$ cat src/rtl/guess_entry.sv
// Mastermind player-input front end: collects four validated colour codes from
// a debounced-by-edge enter button, assembles the guess and hands it to the grader.
module guess_entry #(
  parameter int unsigned MIN_COLOR    = 1,
  parameter int unsigned MAX_COLOR    = 6,
  parameter int unsigned GRADE_CYCLES = 2,
  parameter int unsigned HOLD_CYCLES  = 3
) (
  input  logic        clock,
  input  logic        reset,
  input  logic        start_game,
  input  logic [2:0]  color_in,
  input  logic        enter,
  input  logic        game_over,
  output logic [11:0] guess,
  output logic        grade_it,
  output logic [2:0]  slot_count,
  output logic        entry_error,
  output logic        busy
);

  localparam int unsigned CW = 3;
  localparam int unsigned GW = 12;
  localparam int unsigned SW = 3;
  localparam int unsigned TW = 4;

  typedef enum logic [1:0] {
    S_IDLE  = 2'd0,
    S_ENTER = 2'd1,
    S_GRADE = 2'd2,
    S_HOLD  = 2'd3
  } state_e;

  state_e        state_q, state_d;
  logic [GW-1:0] guess_q, guess_d;
  logic [SW-1:0] slot_count_q, slot_count_d;
  logic [TW-1:0] cnt_q, cnt_d;
  logic          grade_it_q, grade_it_d;
  logic          entry_error_q, entry_error_d;
  logic          busy_q, busy_d;
  logic [2:0]    sync_q, sync_d;
  logic          press;
  logic          color_ok;
  logic [GW-1:0] guess_wr;

  // sync_q[0..1] is the metastability chain, sync_q[2] the edge-detect history
  assign sync_d   = {sync_q[1:0], enter};
  assign press    = sync_q[1] & ~sync_q[2];
  assign color_ok = (color_in >= CW'(MIN_COLOR)) && (color_in <= CW'(MAX_COLOR));

  // First colour of a round also wipes the rest of the previous guess
  always_comb begin
    guess_wr = guess_q;
    case (slot_count_q[1:0])
      2'd0:    guess_wr = {color_in, 9'd0};
      2'd1:    guess_wr = {guess_q[11:9], color_in, guess_q[5:0]};
      2'd2:    guess_wr = {guess_q[11:6], color_in, guess_q[2:0]};
      default: guess_wr = {guess_q[11:3], color_in};
    endcase
  end

  always_comb begin
    state_d       = state_q;
    guess_d       = guess_q;
    slot_count_d  = slot_count_q;
    cnt_d         = cnt_q;
    entry_error_d = 1'b0;

    if (start_game) begin
      state_d      = S_ENTER;
      guess_d      = '0;
      slot_count_d = '0;
      cnt_d        = '0;
    end else begin
      case (state_q)
        S_IDLE: begin
        end
        S_ENTER: begin
          if (press) begin
            if (color_ok) begin
              guess_d      = guess_wr;
              slot_count_d = slot_count_q + SW'(1);
              if (slot_count_q == SW'(3)) begin
                state_d = S_GRADE;
                cnt_d   = TW'(GRADE_CYCLES - 1);
              end
            end else begin
              entry_error_d = 1'b1;
            end
          end
        end
        S_GRADE: begin
          if (cnt_q == '0) begin
            state_d = S_HOLD;
            cnt_d   = TW'(HOLD_CYCLES - 1);
          end else begin
            cnt_d = cnt_q - TW'(1);
          end
        end
        default: begin
          // Last HOLD cycle decides between another round and game end
          if (cnt_q == '0) begin
            state_d      = game_over ? S_IDLE : S_ENTER;
            slot_count_d = '0;
          end else begin
            cnt_d = cnt_q - TW'(1);
          end
        end
      endcase
    end

    grade_it_d = (state_d == S_GRADE);
    busy_d     = (state_d == S_GRADE) || (state_d == S_HOLD);
  end

  always_ff @(posedge clock or posedge reset) begin
    if (reset) begin
      state_q       <= S_IDLE;
      guess_q       <= '0;
      slot_count_q  <= '0;
      cnt_q         <= '0;
      grade_it_q    <= 1'b0;
      entry_error_q <= 1'b0;
      busy_q        <= 1'b0;
      sync_q        <= '0;
    end else begin
      state_q       <= state_d;
      guess_q       <= guess_d;
      slot_count_q  <= slot_count_d;
      cnt_q         <= cnt_d;
      grade_it_q    <= grade_it_d;
      entry_error_q <= entry_error_d;
      busy_q        <= busy_d;
      sync_q        <= sync_d;
    end
  end

  assign guess       = guess_q;
  assign grade_it    = grade_it_q;
  assign slot_count  = slot_count_q;
  assign entry_error = entry_error_q;
  assign busy        = busy_q;

endmodule
$ cat config.mk
export PLATFORM = sky130hd
export DESIGN_NAME = guess_entry
export DESIGN_NICKNAME = d
export VERILOG_FILES = /design/src/rtl/guess_entry.sv
export SDC_FILE = /design/constraint.sdc
export NUM_CORES = 1
export LEC_CHECK = 0
export BUFFER_PORTS_ARGS = -buffer_cell sky130_fd_sc_hd__buf_4
export CAP_MARGIN = 15
export CORE_MARGIN = 2
export CORE_UTILIZATION = 50
export DETAILED_ROUTE_END_ITERATION = 6
export MAX_ROUTING_LAYER = met4
export PLACE_DENSITY_LB_ADDON = 0.12
export SYNTH_ARGS = -nofsm -noshare
export SYNTH_HDL_FRONTEND = slang
export SYNTH_SLANG_ARGS = --single-unit
$ cat constraint.sdc
create_clock -name clock -period 2.31 [get_ports clock]
set_clock_uncertainty 0.2 [all_clocks]
set_input_delay 0.231 -clock clock [delete_from_list [all_inputs] [get_ports clock]]
set_output_delay 0.231 -clock clock [all_outputs]
set_load 0.02 [all_outputs]
==> After elaboration in Yosys (flattened, before gate mapping) <==
Index checks and enable logic that the tools add are counted.
{ "op_classes": {"order_cmp": 2, "reduce_logical": 19, "n_eq_ne": 15, "bitwise": 2, "muxes": 29, "addsub": 2} }
{ "ops": {"columns": ["operator", "n"], "rows": [
  ["$mux 12", 4],
  ["$pmux 12 s3", 1],
  ["$mux 4", 6],
  ["$reduce_and 5->1", 4],
  ["$mux 2", 6],
  ["$mux 3", 4],
  ["$pmux 4 s3", 1],
  ["$ne 3x3->1 const B", 3],
  ["$reduce_bool 3->1", 3],
  ["$eq 2x2->1 const B", 4],
  ["$reduce_bool 2->1", 4],
  ["$ne 2x2->1 const B", 3],
  ["$pmux 2 s3", 1],
  ["$pmux 3 s2", 1],
  ["$reduce_and 6->1", 1],
  ["$mux 1", 5],
  ["$eq 2x1->1 const B", 2],
  ["$logic_not 2->1", 2],
  ["$logic_not 4->1", 1],
  ["$ne 4x2->1 const B", 1],
  ["$reduce_and 4->1", 1],
  ["$sub 4x1->4 const B", 1],
  ["$add 3x1->3 const B", 1],
  ["$eq 3x2->1 const B", 1],
  ["other kinds (8)", 8]
]} }
{ "word_totals": {"wordCells": 80, "regBits": 27, "out_inout_bits": 18, "inputBits": 8} }

==> Longest topological paths before layout <==
Gate-level depths: netlist (run 1).
{ "logic_depth": {"word_depth": 8, "ltp_mapped": 7} }

==> Worst setup path after synthesis (run 1) <==
Ideal clock, no wire load.
{ "synth_timing": {"kind": "register to register", "from": "register slot_count_q[0] (netlist: slot_count[0])", "to": "register guess_q[10] (netlist: guess[10])", "required_ns": 2.032, "setup_time_ns": 0.078, "setup_slack_ns": 0.129, "arrival_time_ns": 1.903, "path_stages_with_launch": 8, "path_cell_list": "dfrtp_1 > inv_1 > ha_1 > nor4bb_1 > and4_2 > clkbuf_1 > nand4b_1 > a21oi_1"} }
{ "synth_between": {"elab_chain_cells": 3, "word_cells_on_any_way": 7, "cone_classes": "4 x eq/ne; 3 x reduce/logical"} }
{ "synth_rtl": {"columns": ["element", "line", "rtl"], "rows": [
  ["start: declaration", "36", "logic [SW-1:0] slot_count_q, slot_count_d;"],
  ["start signal: assignment", "129", "slot_count_q <= slot_count_d;"],
  ["$eq 2x2->1, or another cell as far along", "54", "case (slot_count_q[1:0])"],
  ["$ne 2x2->1 (no source line) / $reduce_bool 2->1 (equally long branches)", null, null],
  ["$reduce_and 6->1 (no source line) (*)", null, null],
  ["end signal: assignment", "128", "guess_q <= guess_d;"],
  ["end: declaration", "35", "logic [GW-1:0] guess_q, guess_d;"]
]} }
Mark *: on every way between the ends. The rest lies on a longest branch, timed or not.
A chain may end at the register's enable or synchronous reset.

==> Worst setup path in the final report (run 1) <==
{ "layout_timing": {"from": "register state_q[1]", "to": "register guess_q[10] (netlist: guess[10])"} }
{ "layout_between": {"elab_chain_cells": 3} }
{ "layout_rtl": {"columns": ["element", "line", "rtl"], "rows": [
  ["start: declaration", "34", "state_e state_q, state_d;"],
  ["start signal: assignment", "127", "state_q <= state_d;"],
  ["$eq 2x1->1", "75", "case (state_q)"],
  ["$reduce_bool 2->1 (no source line)", null, null],
  ["$reduce_and 6->1 (no source line)", null, null]
]} }
Every way passes these cells.

==> metrics.md, run 1 <==
| Metric | Value |
|---|---|
| Status | complete, no violations |
| Top delay family on crit path | simple AND/OR/NAND/NOR gates |
| DR WL/cell | ~15 um |
| PD cells | between 400 and 500 mW/mm^2 |
| Vias per cell | about 5.9 |
| Met3 global-route usage | about 3.4% |
| Critical path arrival | between 2 and 2.5 ns |
| First-pass GRT wire length | 5800 um |
| Vias in the first global route | 1,262 |
| Synthesized cell area | between 0.0015 and 0.002 sq mm |
| Fillers | 265 |
| Total die area | around 0.0037 sq mm |
| Share of layout cells above drive strength 1 | between 20% and 30% |
| Synth cell count leaders | dfrtp_1, inv_1, a21oi_1 |
| RR Startpoint | state_q[1] |
| P&R area growth vs syn | 21.0% |
| Period utilization | ~95% |
| Clock Latency Late Sink | roughly 0.33 ns |
| Hold path startpoint | start_game |
| Clk slew on worst S/H paths | around 0.15 ns |
| GR Overflow Total | 0 |
| DRC violations left | 0 |
| Most Used Layer, Global Route | met2 |
| Final HPWL DP | between 2000 and 3000 um |
| Largest net degree at the start of global routing | 28 |
| Synth warnings | 0 |
| Initial antenna violation count | 0 |
| Startpoint Class | flop |
| GRT met1 Usage | between 30 and 40% |
| Clock net sink count | 27 |
| Async S/R FF share, synth | between 90% and 100% |
| Met2 usage | a little under a third |
| CTS tree | done |
| Multi-input logic area | 853 sq um |
| I/O Buffers | 25 |
| Hold Path Class | in -> reg |
| Crit Path Max Fanout | 14 |
| Maximum clock rate | about 0.45 GHz |
| Critical R2R Capture | guess[10] |
| R2r setup slk | 0.11 ns |
| Clock root cell | clkbuf_4 |
| Core Rows | 20 |
| Cells along the critical path | inv_1, ha_2, nor4bb_1, and4_2, nand4b_1, a21oi_1 |
| Hold Fails Final Rpt | 0 |
| Place WS | 0.0428 ns |
| CP Class | reg -> reg |
| Crit. path cell count | 6 |
| PnR worst setup slack | ~0.11 ns |
| Maximum buffer depth of the clock tree | 2 |
| WP data required | approximately 2.4 ns |
| Area contributors post-synth | dfrtp_1, ha_1, a21oi_1, inv_1, nand3_1 |
| Sequential area share after synthesis | 42.2% |
| Die Wd | 60.6 um |
| Number of max-cap violations | 0 |
| Vias | approximately 1,400 |
| Count of final setup violators | 0 |
| Avg Inst Size Synth | 9.77 sq um |
| Synth Flop Type | dfrtp_1 |
| Peak VDD IR | between 200 and 250 uV |
| Initial DRT Pass Iterations | 4 |
| Count leader, synth | dfrtp_1 |
| Slowest CP cell | dfrtp_1 |
| Tmin final | around 2.2 ns |
| Post-Route WL | between 3000 and 4000 um |
| GRT Total Usage | between 20% and 30% |
| Synthesized instance count | around 160 |
| Crit path to | guess[10] |
| Post-synth top area cell | dfrtp_1 |
| CP Buf/Inv Count | 1 |
| I/O Pins | 26 |
| FF-to-FF path depth | 6 |
| FF/Latch Area | between 600 and 700 sq um |
| Area share of the largest cell type after synthesis | a little over two fifths |
| Core area | between 0.003 and 0.004 sq mm |
| Critical path's largest stage delay | ~0.48 ns |
| Slew Limit Fails | 0 |
| H-tree Lvls | 1 |
| Post-Syn Nets | between 150 and 200 |
| Worst Tran Pin Value | 0.493 ns |
| CP Launch Point | state_q[1] |
| Routed Antenna Nets | 0 |
| Post-synth EDFFs | 0 |
| Routability cong. | 0.841 |
| Die Y | 60.6 um |
| Total power | around 0.85 mW |
| Inserted Clock Buffers | 3 |
| Final Net Count | about 220 |
| Ant. Diodes | 0 |
| Initial core utilization | between 50 and 60% |
| Slew HR | 67.0% |
| DRT iter0 DRCs | 58 |
| Kind of end point of the critical path | flop |
| Yosys reg bits | 27 |
| Leak pwr | between 0.8 and 0.9 nW |
| Synth unique cells | about 40 |
## metal layers
metal,wire length (um),vias up
li1,-,679
met1,1730,682
met2,1670,45
met3,143,11
met4,93,0
met5,0,-
## how the worst min path moves through the flow
| stage | slack [ns] | depth (start not counted) | endpoint |
|---|---|---|---|
| final | 0.04 | 2 | guess[9] |
| after global routing | 0.03 | 2 | guess[11] |
| after CTS | 0.003 | 3 | guess[1] |
| after detailed placement | 0.12 | 3 | cnt_q[3] |
| after global placement | 0.12 | 3 | cnt_q[3] |
| after floorplan | 0.06 | 0 | sync_q[0] |
## through the flow
stage / instance area [sq um] / setup TNS (ns) / hold slack [ns] / util (%) / instances
after global routing: 1940 / -0.0198 / 0.0319 / 63.5 / 240
after detailed placement: 1830 / 0 / 0.121 / 59.9 / 230
after floorplan: 1600 / 0 / 0.0624 / - / 164
final: 1940 / 0 / 0.0397 / 63.5 / 240
after global placement: 1830 / 0 / 0.119 / 59.9 / 230
after CTS: 1900 / 0 / 0.00286 / 62.3 / 238
## sequential cells by signal, summed over array words and instances (netlist names)
| signal | cells |
|---|---|
| busy | 1 |
| slot_count | 3 |
| cnt_q | 4 |
| entry_error | 1 |
| state_q | 2 |
| grade_it | 1 |
| sync_q | 3 |
| guess | 12 |
## power by group
| group | internal (mW) | switching, mW | leakage, nW |
|---|---|---|---|
| clock | 0.0676 | 0.138 | 0.0150 |
| sequential | 0.482 | 0.00877 | 0.364 |
| combinational | 0.0620 | 0.0919 | 0.521 |
| total | 0.612 | 0.239 | 0.900 |
## cell families (layout without fill, tap and decap cells)
group / after synthesis / count (layout) / share of synthesized area, %
AND/OR/NAND/NOR: 54 / 54 / 20.5
AO/OA/AOI/OAI: 48 / 48 / 21.0
flip-flops: 27 / 27 / 42.2
buffers and inverters: 22 / 54 / 6.09
adder cells (fa/ha/maj): 13 / 13 / 10.2
## timing repair
action,CTS,global route
endpoints found under the hold margin,32,1
endpoints found under the setup margin,1,10
hold buffers,4,1
resized for setup,1,3
buffers inserted,0,1
pin swaps,0,1
## placed cells by master, fill, tap and decap left out, drive strengths merged, types with 2 or more instances in the layout
cell	synthesis	final
nand3	10	10
o31ai	3	3
nor2	6	6
inv	16	16
dfrtp	27	27
nand4b	3	3
o22ai	3	3
nor4bb	2	2
ha	13	13
nand2b	4	4
clkbuf	4	4
a21o	2	2
a221oi	2	2
and4	2	2
nor2b	3	3
nand2	7	7
o32ai	3	3
buf	2	29
or3	4	4
a31oi	2	2
nand3b	2	2
dlygate4sd3	0	5
o21ai	7	7
a21oi	14	14
a211oi	2	2
nand4	7	7
## worst register-to-register path, cell delays in order (launching register included)
cell	delay, ns
dfrtp_1	0.48
inv_1	0.13
ha_2	0.35
nor4bb_1	0.36
and4_2	0.35
nand4b_1	0.12
a21oi_1	0.17
## area by class of cell
cell class | count | area share (%)
multi-input cells | 115 | 44.0
flip-flops and latches | 27 | 34.9
repair buffers | 34 | 13.8
inverters | 16 | 3.10
well taps | 44 | 2.84
clock buffers | 4 | 1.36
(Power assumes the default switching activity.)
==> inputs of run 2 (changes only) <==
--- a/config.mk
+++ b/config.mk
@@ -15,3 +15,4 @@
 export SYNTH_ARGS = -nofsm -noshare
 export SYNTH_HDL_FRONTEND = slang
 export SYNTH_SLANG_ARGS = --single-unit
+export TNS_END_PERCENT = 5
==> constraint.sdc (replaced) <==
create_clock -name clock -period 2.31 [get_ports clock]
set_clock_uncertainty 0.2 [all_clocks]
set_input_delay 0.462 -clock clock [delete_from_list [all_inputs] [get_ports clock]]
set_output_delay 0.462 -clock clock [all_outputs]
set_load 0.02 [all_outputs]
==> run 2 against run 1 <==
Effect of this change: utilization decreased by 0.98 points; count of clock-buffer cells in the layout is 1 lower; via count down 3.8%.
==> metrics.md, run 2 (same netlist as run 1, synthesis figures left out) <==
| Metric | Value |
|---|---|
| First-pass GRT wire length | 5820 um (+0.35%) |
| Internal Power | 0.605 mW (-1.1%) |
| CP Class | reg -> reg |
| Core Rows | 20 (unchanged) |
| Top delay family on crit path | compound AO/OA/AOI/OAI gates |
| Combinational share of power | 17.0% (-1.1 points) |
| Sw Ratio | 28.7% (+0.66 points) |
| Vias | 1,363 (-3.8%) |
| Initial core utilization | 52.5% (unchanged) |
| Share of layout cells above drive strength 1 | 22.1% (+1.6 points) |
| Crit. path cell count | 6 (unchanged) |
| Fillers | 278 (+4.9%) |
| Hold Fails Final Rpt | 0 (unchanged) |
| Initial antenna violation count | 0 (unchanged) |
| Core Util, Final | 62.5% (-0.98 points) |
| Clk slew on worst S/H paths | 0.16 ns (about the same) |
| Total power | 0.849 mW (-0.21%) |
| Tmin final | 2.20 ns (+0.00163 ns) |
| Cells along the critical path | inv_1, ha_1, or3b_2, a21o_1, a211oi_1, o22ai_1 |
| Inserted Clock Buffers | 3 (unchanged) |
| Worst Tran Pin Value | 0.397 ns (-0.0961 ns) |
| Final Net Count | 217 (-0.46%) |
| Part of the power in registers | 57.7% (about the same) |
| Clock Latency Late Sink | 0.33 ns (about the same) |
| Routability cong. | 0.922 (+9.6%) |
| Leak pwr | 0.901 nW (+0.14%) |
| Commonest non-fill, non-tap cell in the layout | buf_4 |
| Critical path arrival | 2.23 ns (-0.03 ns) |
| Peak VDD IR | 218 uV (-1.6%) |
| CP Buf/Inv Count | 1 (unchanged) |
| DR WL/cell | 14.1 um (-7.0%) |
| Maximum buffer depth of the clock tree | 2 (unchanged) |
| Status | complete, no violations |
| Max reg flops | 12 (unchanged) |
| Net Switching | 0.244 mW (+2.1%) |
| Slew HR | 73.4% (+6.4 points) |
| Maximum clock rate | 0.455 GHz (about the same) |
| I/O Pins | 26 (unchanged) |
| Vias per cell | 5.70 (-3.4%) |
| PnR worst setup slack | 0.110 ns (-0.00163 ns) |
| Final HPWL DP | 2520 um (+0.27%) |
| Initial DRT Pass Iterations | 4 (unchanged) |
| Post-Route WL | 3370 um (-7.4%) |
| PD cells | 445 mW/mm^2 (+1.4%) |
| Multi-input logic area | 840 sq um (-1.6%) |
| WP data required | 2.34 ns (-0.03 ns) |
| DRC violations left | 0 (unchanged) |
| Crit Path Max Fanout | 5 (-9) |
| Critical path's largest stage delay | 0.53 ns (+0.05 ns) |
| Number of max-cap violations | 0 (unchanged) |
| DRT iter0 DRCs | 40 (-31%) |
| CTS tree | done |
| GRT Total Usage | 21.8% (+0.14 points) |
| RSZ-0062 raised after global routing | false |
| Clock network power share | 25.2% (+1.0 points) |
| Kind of end point of the critical path | flop |
| Largest net degree at the start of global routing | 28 (unchanged) |
| Die Wd | 60.6 um (unchanged) |
| Period utilization | 95.2% (about the same) |
| Post-CTS setup buffer count | 0 (unchanged) |
| Die Y | 60.6 um (unchanged) |
| Most frequent cells in the layout | buf_4, dfrtp_1, inv_1 |
| I/O Buffers | 25 (unchanged) |
| Slowest CP cell | or3b_2 |
| R2r setup slk | 0.11 ns (about the same) |
| Core area | 0.00305 sq mm (unchanged) |
| Count of final setup violators | 0 (unchanged) |
| GR Overflow Total | 0 (unchanged) |
| Slew Limit Fails | 0 (unchanged) |
| Startpoint Class | flop |
| FF/Latch Area | 676 sq um (unchanged) |
| Routed Antenna Nets | 0 (unchanged) |
| H-tree Lvls | 1 (unchanged) |
| FF-to-FF path depth | 6 (unchanged) |
| Place WS | 0.0820 ns (+0.0392 ns) |
| Clock root cell | clkbuf_4 |
| Hold Path Class | in -> reg |
| Vias in the first global route | 1,305 (+3.4%) |
| Setup TNS | 0 ns (unchanged) |
| Total die area | 0.00367 sq mm (unchanged) |
| P&R area growth vs syn | 19.1% |
| Worst hold path depth | 1 (-1) |
| Ant. Diodes | 0 (unchanged) |
| Clock net sink count | 27 (unchanged) |
-- run 2: cell count changes in the layout (fill, tap and decap cells not counted), sizes merged --
cell	delta
buf	+3
dlygate4sd3	-4
clkinv	+1
clkbuf	-1
-- run 2: cell type report --
type                            count  share of cell area (%)
Sequential cell                    27                    35.4
Clock inverter                      1                   0.262
Multi-Input combinational cell    115                    44.0
Timing Repair Buffer               33                    13.1
Inverter                           16                    3.15
Clock buffer                        3                    1.18
Tap cell                           44                    2.89
-- run 2: path summary, 6_finish.rpt --
check | from | end
min in group asynchronous | reset | cnt_q[3]
max | cnt_q[0] | cnt_q[3]
max reg2reg | cnt_q[0] | cnt_q[3]
min | enter | sync_q[0]
max in group asynchronous | reset | guess[4]
min reg2reg | sync_q[0] | sync_q[1]
-- run 2: through the flow --
stage | hold WS, ns | instance area [sq um] | instances
floorplan | 0.131 | 1600 | 164
global placement | 0.136 | 1860 | 234
detailed placement | 0.136 | 1860 | 234
CTS | 0.0135 | 1900 | 239
global route | 0.00210 | 1910 | 239
finish | 0.0212 | 1910 | 239
-- run 2: repair_timing --
action	4_1_cts	5_1_grt
endpoints found under the hold margin	27	0
gates resized for setup	0	2
endpoints found under the setup margin	0	4
hold buffers	1	0
-- run 2: power groups by stage --
stage          Combinational (mW)  Clock [mW]  Sequential [mW]
2_1_floorplan              0.0869           0            0.506
3_3_place_gp                0.140           0            0.498
3_5_place_dp                0.142           0            0.499
4_1_cts                     0.144       0.220            0.490
6_report                    0.145       0.214            0.490
5_1_grt                     0.162       0.235            0.492
-- run 2: per-layer routing --
metal	GRT usage [%]	share of wire, %	vias up
met5	-	0	-
met2	34.3	47	36
met3	2.77	4.4	6
met4	9.01	1.7	0
met1	28.5	47	656
li1	-	-	665
==> inputs of run 3 (changes only) <==
--- a/config.mk
+++ b/config.mk
@@ -5,6 +5,7 @@
 export SDC_FILE = /design/constraint.sdc
 export NUM_CORES = 1
 export LEC_CHECK = 0
+export ABC_AREA = 1
 export BUFFER_PORTS_ARGS = -buffer_cell sky130_fd_sc_hd__buf_4
 export CAP_MARGIN = 15
 export CORE_MARGIN = 2
==> run 3 against run 2 <==
Effect of this change: die area is 1.2% lower; wire length down 6.1%; worst setup slack gained 0.18 ns; combinational power grew to 6.3 times the previous value; critical path type unchanged; synthesized area shrank 1.3%; count of clock-buffer cells in the layout rose by 1; critical path depth is 4 higher; non-clock buffer count down 6; power rose by 110%.
==> metrics.md, run 3 <==
| Metric | Value |
|---|---|
| Status | complete, no violations |
| Synthesized cell area | 0.00158 sq mm (-1.3%) |
| Post-synth top area cell | dfrtp_1 |
| # hold bufs at CTS | 1 (unchanged) |
| Slew Limit Fails | 0 (unchanged) |
| I/O Pins | 26 (unchanged) |
| CP dominant cell by count | nand2_1 |
| Number of max-cap violations | 0 (unchanged) |
| Post-CTS setup buffer count | 0 (unchanged) |
| Avg Inst Size Synth | 8.23 sq um (-16%) |
| RR Startpoint | state_q[1] |
| RSZ-0062 raised after global routing | false |
| Post-synth EDFFs | 0 (unchanged) |
| Largest net degree at the start of global routing | 28 (unchanged) |
| Critical R2R Capture | guess[11] |
| GR Overflow Total | 0 (unchanged) |
| Async S/R FF share, synth | 100% (unchanged) |
| Tmin final | 2.02 ns (-0.179 ns) |
| Synth Flop Type | dfrtp_1 |
| DRC violations left | 0 (unchanged) |
| H-tree Lvls | 1 (unchanged) |
| Clock root cell | clkbuf_4 |
| Sequential area share after synthesis | 42.8% (+0.57 points) |
| DR WL/cell | 12.0 um (-15%) |
| Maximum clock rate | 0.495 GHz (+8.8%) |
| Vias per cell | 5.11 (-10%) |
| DRT iter0 DRCs | 45 (+13%) |
| R2r setup slk | 0.29 ns (+0.18 ns) |
| Final Net Count | 242 (+12%) |
| Period utilization | 87.5% (-7.7 points) |
| Crit Path Max Fanout | 11 (+6) |
| Count leader, synth | nand2_1 |
| Kind of end point of the critical path | flop |
| Maximum buffer depth of the clock tree | 2 (unchanged) |
| Area share of the largest cell type after synthesis | 42.8% (+0.57 points) |
| Post-Syn Nets | 213 (+15%) |
| P&R area growth vs syn | 16.5% |
| GRT Total Usage | 19.6% (-2.2 points) |
| CP Class | reg -> reg |
| Clock Latency Late Sink | 0.32 ns (about the same) |
| Clk slew on worst S/H paths | 0.15 ns (about the same) |
| Total die area | 0.00363 sq mm (-1.2%) |
| Final HPWL DP | 2440 um (-3.0%) |
| Slew HR | 64.1% (-9.4 points) |
| Yosys reg bits | 27 (unchanged) |
| Worst Tran Pin Value | 0.535 ns (+0.138 ns) |
| Crit path to | guess[11] |
| Hold Slack | 0.0390 ns (+0.0178 ns) |
| Initial DRT Pass Iterations | 4 (unchanged) |
| Vias | 1,350 (-0.95%) |
| Initial core utilization | 52.2% (-0.27 points) |
| Clock net sink count | 27 (unchanged) |
| Hold Path Class | in -> reg |
| Die Y | 60.2 um (-0.62%) |
| Hold Fails Final Rpt | 0 (unchanged) |
| Commonest non-fill, non-tap cell in the layout | nand2_1 |
| Area contributors post-synth | dfrtp_1, ha_1, nand2_1, inv_1, o21ai_0 |
| Share of layout cells above drive strength 1 | 18.2% (-3.9 points) |
| PD cells | 961 mW/mm^2 (+120%) |
| Critical path's largest stage delay | 0.47 ns (-0.06 ns) |
| Startpoint Class | flop |
| Routability cong. | 0.855 (-7.2%) |
| Synth warnings | 0 (unchanged) |
| Core Rows | 20 (unchanged) |
| First-pass GRT wire length | 5380 um (-7.5%) |
| Fillers | 271 (-2.5%) |
| Cells along the critical path | inv_1, ha_1, inv_2, nand2_1, nand2_1, nor2_2, nand2_2, nor2_4, nand3_1, o21ai_1 |
| Core Util, Final | 60.8% (-1.7 points) |
| Post-Route WL | 3170 um (-6.1%) |
| Most frequent cells in the layout | nand2_1, inv_1, dfrtp_1 |
| Synthesized instance count | 192 (+17%) |
| Initial antenna violation count | 0 (unchanged) |
| Core area | 0.00303 sq mm (-0.82%) |
| Critical path arrival | 2.08 ns (-0.15 ns) |
| Slowest CP cell | dfrtp_1 |
| FF-to-FF path depth | 10 (+4) |
| Inserted Clock Buffers | 3 (unchanged) |
| Leak pwr | 0.983 nW (+9.1%) |
| Synth unique cells | 24 (-41%) |
| CTS tree | done |
| Die Wd | 60.2 um (-0.62%) |
| CP Launch Point | state_q[1] |
| Synth cell count leaders | nand2_1, inv_1, dfrtp_1 |
| Ant. Diodes | 0 (unchanged) |
| Routed Antenna Nets | 0 (unchanged) |
| WP data required | 2.37 ns (+0.03 ns) |
| Post-CTS Resized | 0 (unchanged) |
| I/O Buffers | 25 (unchanged) |
| Peak VDD IR | 557 uV (+160%) |
| Place WS | 0.315 ns (+0.233 ns) |
| Count of final setup violators | 0 (unchanged) |
| PnR worst setup slack | 0.289 ns (+0.179 ns) |
| Vias in the first global route | 1,307 (+0.15%) |
| Max reg flops | 12 (unchanged) |
| Setup TNS | 0 ns (unchanged) |
| Hold path startpoint | enter |
run 3: power breakdown:
group	internal [mW]	switching [mW]	total, mW
clock	0.0675	0.138	0.205
sequential	0.572	0.0800	0.652
combinational	0.321	0.591	0.912
total	0.960	0.809	1.77
run 3: cell type report:
type | count | area [sq um] | share of cell area, %
inverter | 31 | 121 | 6.59
sequential | 27 | 676 | 36.7
clock buffer | 4 | 26.3 | 1.43
multi-input combinational | 131 | 757 | 41.1
timing repair buffer | 27 | 205 | 11.1
tap | 44 | 55.1 | 2.99
run 3: worst min-delay path by stage:
stage | endpoint | slack [ns] | depth (start not counted)
3_3_place_gp | sync_q[1] | 0.13 | 0
4_1_cts | sync_q[0] | 0.03 | 1
5_1_grt | sync_q[0] | 0.02 | 1
3_5_place_dp | sync_q[1] | 0.14 | 0
2_1_floorplan | sync_q[1] | 0.13 | 0
6_report | sync_q[0] | 0.04 | 1
run 3: per-stage QoR:
| step | cell area (sq um) | cells | power [mW] |
|---|---|---|---|
| finish | 1840 | 264 | 1.77 |
| global route | 1840 | 264 | 1.93 |
| CTS | 1840 | 264 | 1.78 |
| detailed placement | 1800 | 259 | 1.57 |
| global placement | 1800 | 259 | 1.53 |
| floorplan | 1580 | 192 | 1.31 |
run 3: critical path: cells and delay by family (launching register included):
kind            cells  cell delay, ns
fa+ha+maj           1            0.24
simple gates        6            0.68
flops               1            0.47
buf+inv             2            0.22
compound gates      1            0.14
run 3: cells by family (layout without fill, tap and decap cells):
group,after synthesis,count (layout),synth area share [%]
AND/OR/NAND/NOR,81,81,24.4
AO/OA/AOI/OAI,36,36,12.7
buffers and inverters,34,62,9.34
flip-flops,27,27,42.8
adder cells (fa/ha/maj),13,13,10.3
XOR/XNOR,1,1,0.554
run 3: layer usage:
| metal | GRT usage (%) | up-vias | share of wire, % |
|---|---|---|---|
| met5 | - | - | 0 |
| met4 | 7.30 | 0 | 1.9 |
| met3 | 2.81 | 8 | 3.7 |
| met2 | 35.1 | 34 | 51 |
| met1 | 22.0 | 625 | 44 |
| li1 | - | 683 | - |
